File: config.mk
export PLATFORM = sky130hd
export DESIGN_NAME = buffer_reader
export DESIGN_NICKNAME = d
export VERILOG_FILES = /design/src/rtl/buffer_reader.sv
export SDC_FILE = /design/constraint.sdc
export NUM_CORES = 1
export LEC_CHECK = 0
export CORE_ASPECT_RATIO = 0.6
export CORE_MARGIN = 1
export CORE_UTILIZATION = 36
export CTS_CLUSTER_SIZE = 40
export DETAILED_ROUTE_END_ITERATION = 12
export GPL_TIMING_DRIVEN = 0
export PLACE_DENSITY = 0.76
export RECOVER_POWER = 50
export SETUP_SLACK_MARGIN = 0.4
export SLEW_MARGIN = 0
export SYNTH_ARGS = -nofsm -noshare
export SYNTH_HDL_FRONTEND = slang
export SYNTH_SLANG_ARGS = --single-unit
File: constraint.sdc
create_clock -name clk -period 2.8 [get_ports clk]
set_clock_uncertainty 0.15 [all_clocks]
set_input_delay 0.28 -clock clk [delete_from_list [all_inputs] [get_ports clk]]
set_output_delay 0.28 -clock clk [all_outputs]
set_load 0.005 [all_outputs]
File: src/rtl/buffer_reader.sv
// buffer_reader: read-side controller for the multi-port circular buffer.
// Owns the write/read pointers, tracks occupancy, grants K-element commits and
// drains J-element groups into a registered valid/ready output stage.
// Optional feature macro: BUFFER_READER_ERR_EN (sticky overflow error flag).
module buffer_reader #(
   parameter int SIZE  = 16,
   parameter int WIDTH = 8,
   parameter int K     = 4,
   parameter int J     = 4,
   parameter int BIT   = $clog2(SIZE)
) (
   input  logic                 clk,
   input  logic                 rst,
   input  logic                 wr_commit,
   output logic                 wr_ready,
   output logic                 ld,
   output logic [BIT-1:0]       write_add,
   output logic [BIT-1:0]       read_add,
   input  logic [J*WIDTH-1:0]   buf_data,
   output logic [J*WIDTH-1:0]   out_data,
   output logic                 out_valid,
   input  logic                 out_ready,
   input  logic                 flush,
   output logic [BIT:0]         count,
   output logic                 err
);

   localparam logic [BIT:0]   SIZE_C = (BIT+1)'(SIZE);
   localparam logic [BIT:0]   K_C    = (BIT+1)'(K);
   localparam logic [BIT:0]   J_C    = (BIT+1)'(J);
   localparam logic [BIT-1:0] K_P    = BIT'(K);
   localparam logic [BIT-1:0] J_P    = BIT'(J);

   typedef enum logic {ST_EMPTY, ST_FULL} state_e;

   state_e               state_q, state_d;
   logic [BIT-1:0]       wr_ptr_q, wr_ptr_d;
   logic [BIT-1:0]       rd_ptr_q, rd_ptr_d;
   logic [BIT:0]         count_q, count_d;
   logic [J*WIDTH-1:0]   data_q, data_d;
   logic [BIT:0]         space;
   logic                 stage_free;
   logic                 fire;

   // Handshake decode: commit grant and group fire, both from registered count
   always_comb begin
      space      = SIZE_C - count_q;
      wr_ready   = !flush && (space >= K_C);
      // ld stays low while reset is asserted, even if a commit is requested
      ld         = wr_commit && wr_ready && rst;
      stage_free = (state_q == ST_EMPTY) || out_ready;
      fire       = !flush && (count_q >= J_C) && stage_free;
   end

   // Output stage state register
   always_ff @(posedge clk or negedge rst) begin
      if (!rst) state_q <= ST_EMPTY;
      else      state_q <= state_d;
   end

   // Output stage next state: flush beats fire beats acceptance
   always_comb begin
      state_d = state_q;
      if (flush)                                  state_d = ST_EMPTY;
      else if (fire)                              state_d = ST_FULL;
      else if (state_q == ST_FULL && out_ready)   state_d = ST_EMPTY;
   end

   // Output stage outputs
   always_comb begin
      out_valid = (state_q == ST_FULL);
   end

   // Pointer, occupancy and output data next-state
   always_comb begin
      wr_ptr_d = ld ? wr_ptr_q + K_P : wr_ptr_q;
      rd_ptr_d = rd_ptr_q;
      count_d  = count_q + (ld ? K_C : '0) - (fire ? J_C : '0);
      data_d   = fire ? buf_data : data_q;
      if (flush) begin
         rd_ptr_d = wr_ptr_q;
         count_d  = '0;
      end else if (fire) begin
         rd_ptr_d = rd_ptr_q + J_P;
      end
   end

   // Datapath registers
   always_ff @(posedge clk or negedge rst) begin
      if (!rst) begin
         wr_ptr_q <= '0;
         rd_ptr_q <= '0;
         count_q  <= '0;
         data_q   <= '0;
      end else begin
         wr_ptr_q <= wr_ptr_d;
         rd_ptr_q <= rd_ptr_d;
         count_q  <= count_d;
         data_q   <= data_d;
      end
   end

   assign write_add = wr_ptr_q;
   assign read_add  = rd_ptr_q;
   assign count     = count_q;
   assign out_data  = data_q;

`ifdef BUFFER_READER_ERR_EN
   logic err_q, err_d;

   // Sticky overflow: a commit refused for lack of space, flush cycles excluded
   always_comb begin
      err_d = err_q || (wr_commit && !wr_ready && !flush);
   end

   // Error flag register
   always_ff @(posedge clk or negedge rst) begin
      if (!rst) err_q <= 1'b0;
      else      err_q <= err_d;
   end

   assign err = err_q;
`else
   assign err = 1'b0;
`endif

endmodule

# == After elaboration in Yosys (flattened, before gate mapping) ==
# Cells that the tools add are included.
# totals
register_bits,46
latchBits,0
ram_bits,0
romBits,0
out_inout_bits,49
n_memories,0
# classes
n_addsub,5
multipliers,0
n_div,0
order_cmp,2
eq_ne,0
shifts,0
n_mux,8
bitwise_logic,1
reduce_logical,10
# ops
cell,count
greater-or-equal comparator 5 x 3 -> 1 bit (second input constant),2
adder 4 x 3 -> 4 bit (second input constant),2
2-to-1 mux 4 bit,2
logical AND 1 bit,6
2-to-1 mux 3 bit,2
adder 5 x 3 -> 5 bit,1
2-to-1 mux 5 bit,1
subtractor 5 x 3 -> 5 bit,1
subtractor 5 bit (first input constant),1
2-to-1 mux 1 bit,3
nonzero test 3 bit,1
nonzero test 2 bit,1
zero test 1 bit,1
logical OR 1 bit,1
NOT 1 bit,1

# == Longest topological paths before layout ==
# logic_depth
depth_word,9
depth_mapped,9
ltp_nobuf,9

# == Worst setup path after synthesis ==
# Ideal clock, no wire load.
# synth_path
path_type,reg-to-reg
from,"reg count_q[2], in the netlist count[2]"
to,"reg count_q[4], in the netlist count[4]"
setup_time_ns,0.131
arrival_ns,2.482
slack_ns,0.037
stages_incl_launch_ff,10
path_buffers,0
period_less_slack_ns,2.763
cell_sequence,dfrtp_1 inv_1 ha_1 nor3_1 a211oi_1 inv_1 fa_1 fa_1 xnor2_1 nor2_1
# synth_between
elab_chain_len,9
word_cells_on_any_way,13
classes_between,3 x add/sub; 2 x order compare; 3 x mux; 5 x reduce/logical
# synth_rtl
item,line_no,rtl
from (decl),39,"logic [BIT:0] count_q, count_d;"
from (signal assigned),98,count_q <= count_d;
subtractor 5 bit,47,space = SIZE_C - count_q;
greater-or-equal comparator 5 x 3 -> 1 bit,48,wr_ready = !flush && (space >= K_C);
logical AND 1 bit,48,
logical AND 1 bit (2 in a row),50,ld = wr_commit && wr_ready && rst;
net ld,16,"output logic ld,"
2-to-1 mux 3 bit,78,count_d = count_q + (ld ? K_C : '0) - (fire ? J_C : '0);
adder 5 x 3 -> 5 bit,78,
subtractor 5 x 3 -> 5 bit,78,
2-to-1 mux 5 bit,80,if (flush) begin
net count_d[4],39,
# The timed path passes the listed nets, and every way through them passes these cells.
# A chain may end at the register's enable or synchronous reset.

# == Worst setup path after layout ==
# layout_path
from,"reg count_q[3], in the netlist count[3]"
to,"reg count_q[3], in the netlist count[3]"
# layout_between
word_cells_on_any_way,13
classes_between,3 x add/sub; 2 x order compare; 3 x mux; 5 x reduce/logical
# layout_rtl
item,line_no,rtl
greater-or-equal comparator 5 x 3 -> 1 bit,52,fire = !flush && (count_q >= J_C) && stage_free;
logical AND 1 bit (2 in a row),52,
net fire,43,logic fire;
2-to-1 mux 3 bit,78,
subtractor 5 x 3 -> 5 bit,78,
2-to-1 mux 5 bit,80,
net count_d[3],39,
# The timed path passes the listed nets, and every way through them passes these cells.

==> impl_metrics.yaml <==
routing:
  drt_iter0_drc: 31
  routed_wl_microns: 4160
  detail_route.first_pass.iterations: 4
  num_vias: 1354
  final_antenna_net_count: 0
  detail_route.vias_per_cell: 4.61
  post_drt_wl_per_cell_microns: 14.1
  post-route-drc-count: 0
timing:
  period_utilization_post_route_pct: 89.3
  final-setup-viol-count: 0
  min_period_ps: 2500
  worst_pin_slew_ps: 989
  max_freq_ghz: 0.400
  final_hold_viol_count: 0
  max_slew_headroom_pct: 33.9
  rsz0062_at_grt: "yes"
  whs_ps: 336
  drv_slew: 0
  fin_ws_ps: 300
synth:
  postSynthCellCount: 126
  postSynth.asyncResetShare_pct: 100
  seq_area_frac_synth_pct: 55.7
  yosys_register_bits: 40
  synth_top_family_by_area: "multiplexers"
  synthMuxAreaShare_pct: 20.0
  synthesis.area_sq_mm: 0.00180
  synth_area_leaders: "sky130_fd_sc_hd__dfrtp_1, sky130_fd_sc_hd__mux2_2, sky130_fd_sc_hd__mux2_1, sky130_fd_sc_hd__ha_1, sky130_fd_sc_hd__buf_4"
  synth_fa_ha_area_share_pct: 5.71
  synth-xor-area-share_pct: 1.95
  synth_top_cell_area_share_pct: 55.7
  post_synth_top_area_cell: "sky130_fd_sc_hd__dfrtp_1"
  netlist-cell-type-count: 29
  synthFlopType: "sky130_fd_sc_hd__dfrtp_1"
  synth_edf_count: 0
  yosys.area_share.simple_pct: 5.36
  synth-compound-area-share_pct: 5.22
  ys.warnings.count: 0
  avgSynthCellArea_sq_um: 14.3
critical_path:
  critPathKind: "register to register"
  worstSetupStartpoint: "count[3]"
  timing.rr.end: "count[3]"
  reg2reg_depth: 8
  nature_of_the_critical_path_endpoint: "register"
  worstReg2RegStart: "count[3]"
  critPathMaxFanout: 4
  start_kind: "register"
  endpoint: "count[3]"
  worstPathArrival_ps: 2510
  ff2ff_setup_slack_ps: 300
  worstPathRequired_ps: 2810
flow_run:
  timing.max_cap.violations: 0
power_and_ir_drop:
  clock_power_share_pct: 17.8
  power.leakage_nw: 1.30
  vdd.ir_drop.worst_v: 0.000449
  comb_power_share_pct: 49.8
  power_per_cell_area_mw_per_mm2: 1040
  power.internal_mw: 2.22
  netSwitchingPower_mw: 0.921
  swShare_pct: 29.3
  power_frac_seq_pct: 32.5
cells_and_area:
  diodes: 0
  final_net_count: 274
  syn_to_final_growth_pct: 68.9
  post_route_cells_drive_above_1_share_pct: 31.2
  most-common-layout-cells: "sky130_fd_sc_hd__dlygate4sd3_1, sky130_fd_sc_hd__clkdlybuf4s50_1, sky130_fd_sc_hd__dfrtp_1"
  multi_input_area_sq_um: 808
  final_core_utilization_pct: 64.8
  final_instance_area_sq_mm: 0.00304
  num-fill-cells: 378
  instances_no_fill: 294
  most_common_library_cell_in_the_layout_ignoring_fill_and_taps: "sky130_fd_sc_hd__dlygate4sd3_1"
  sequential_cell_area_sq_mm: 0.00100
place:
  place.gp.congestion: 0.710
  dpl.hpwl_microns: 2960
  dpl.cell_count: 274
  buffer_ports.inserted: 78
  preCtsSetupSlack_ps: -96.2
  placement.cell_area_sq_mm: 0.00274
outcome:
  run_status: "complete, no violations"
clocking:
  worst_skew_pair.late_latency_ps: 290
  clkSlewWorstSetupHoldPaths_ps: 80
  htreeDepth: 2
  cts.path.max_buffers: 2
  tritoncts: "built"
  root_buffer: "sky130_fd_sc_hd__clkbuf_8"
  cts_sinks: 40
  cts_buffers: 5
worst_hold_path:
  min_delay_path_depth: 1
  hold_path.class: "register to register"
floorplan:
  ios: 86
  die_w_microns: 93.2
  floorplan.rows: 19
  initial_utilization_pct: 38.4
  core_area_sq_mm: 0.00468
  die_area_sq_mm: 0.00529
  die_h_microns: 56.7
global_routing:
  via_count_of_the_first_global_routing_pass: 1345
  grt_overflow: 0
  largest_net_degree_at_the_start_of_global_routing: 22
  grt_first_pass_wirelength_microns: 6530
  antenna_found_initial: 0
  grt_use_total_pct: 16.8
## Yosys cell counts, drive strengths merged, types with 2 or more instances
cell / number
mux2: 32
inv: 4
nand2b: 4
fa: 2
nor2: 3
ha: 5
dfrtp: 40
nand2: 2
xor2: 2
a211oi: 2
a21oi: 2
xnor2: 2
buf: 10
nor2b: 5
## power groups by stage
| stage | Sequential, mW | Clock (mW) | Combinational [mW] |
|---|---|---|---|
| 2_1_floorplan | 1.07 | 0 | 0.667 |
| 3_3_place_gp | 1.05 | 0 | 1.44 |
| 3_5_place_dp | 1.06 | 0 | 1.47 |
| 4_1_cts | 1.04 | 0.569 | 1.60 |
| 5_1_grt | 1.07 | 0.600 | 1.69 |
| 6_report | 1.02 | 0.560 | 1.56 |
## metrics by stage
| stage | power [mW] | setup TNS [ps] |
|---|---|---|
| floorplan | 1.74 | 0 |
| global placement | 2.49 | -4940 |
| detailed placement | 2.53 | -153 |
| CTS | 3.21 | 0 |
| global route | 3.36 | 0 |
| finish | 3.15 | 0 |
## routing by layer
metal | wire length (microns) | share of wire, % | GRT usage, %
met5 | 0 | 0 | 0
met4 | 0 | 0 | 5.27
met3 | 378 | 9.1 | 6.10
met2 | 1780 | 43 | 24.9
met1 | 2000 | 48 | 22.9
## registers in the layout, indices dropped and copies added (netlist names)
register / flops
write_add: 2
out_valid: 1
count: 3
out_data: 32
read_add: 2
## what timing repair did
| action | in CTS | in global routing |
|---|---|---|
| cloned | 0 | 0 |
| pin swaps | 5 | 4 |
| gates resized for setup | 14 | 3 |
| hold buffers | 2 | 0 |
| buffers inserted | 7 | 3 |
| endpoints found under the hold margin | 19 | 0 |
| setup endpoints to repair | 5 | 2 |
## cell families after synthesis
group | after synthesis
compound gates | 11
xor+xnor | 4
fa+ha+maj | 7
buf+inv | 15
flops | 40
mux | 32
other cells | 1
simple gates | 16
## worst max-delay path, stage by stage (launching register included)
cell,delay (ps)
sky130_fd_sc_hd__dfrtp_2,410
sky130_fd_sc_hd__inv_6,70
sky130_fd_sc_hd__ha_4,160
sky130_fd_sc_hd__nor2b_4,130
sky130_fd_sc_hd__a211oi_4,290
sky130_fd_sc_hd__buf_6,150
sky130_fd_sc_hd__fa_1,420
sky130_fd_sc_hd__fa_2,540
sky130_fd_sc_hd__nor2_1,40
## layout make-up
| class | instances | share of cell area, % |
|---|---|---|
| Clock buffer | 6 | 2.39 |
| Multi-Input combinational cell | 77 | 26.6 |
| Inverter | 4 | 0.742 |
| Timing Repair Buffer | 91 | 29.6 |
| Tap cell | 63 | 2.60 |
| Buffer | 11 | 2.97 |
| Sequential cell | 40 | 33.1 |
| Clock inverter | 2 | 1.98 |
## worst min-delay path by stage
stage / startpoint / endpoint / slack, ps
after global placement: out_data[19] / out_data[19] / 320
final: out_data[17] / out_data[17] / 340
after detailed placement: rst / out_data[25] / 120
after global routing: out_data[3] / out_data[3] / 350
after floorplan: rst / count[2] / -170
after CTS: out_data[3] / out_data[3] / 340
No activity file was read; power rests on OpenSTA's default activity.
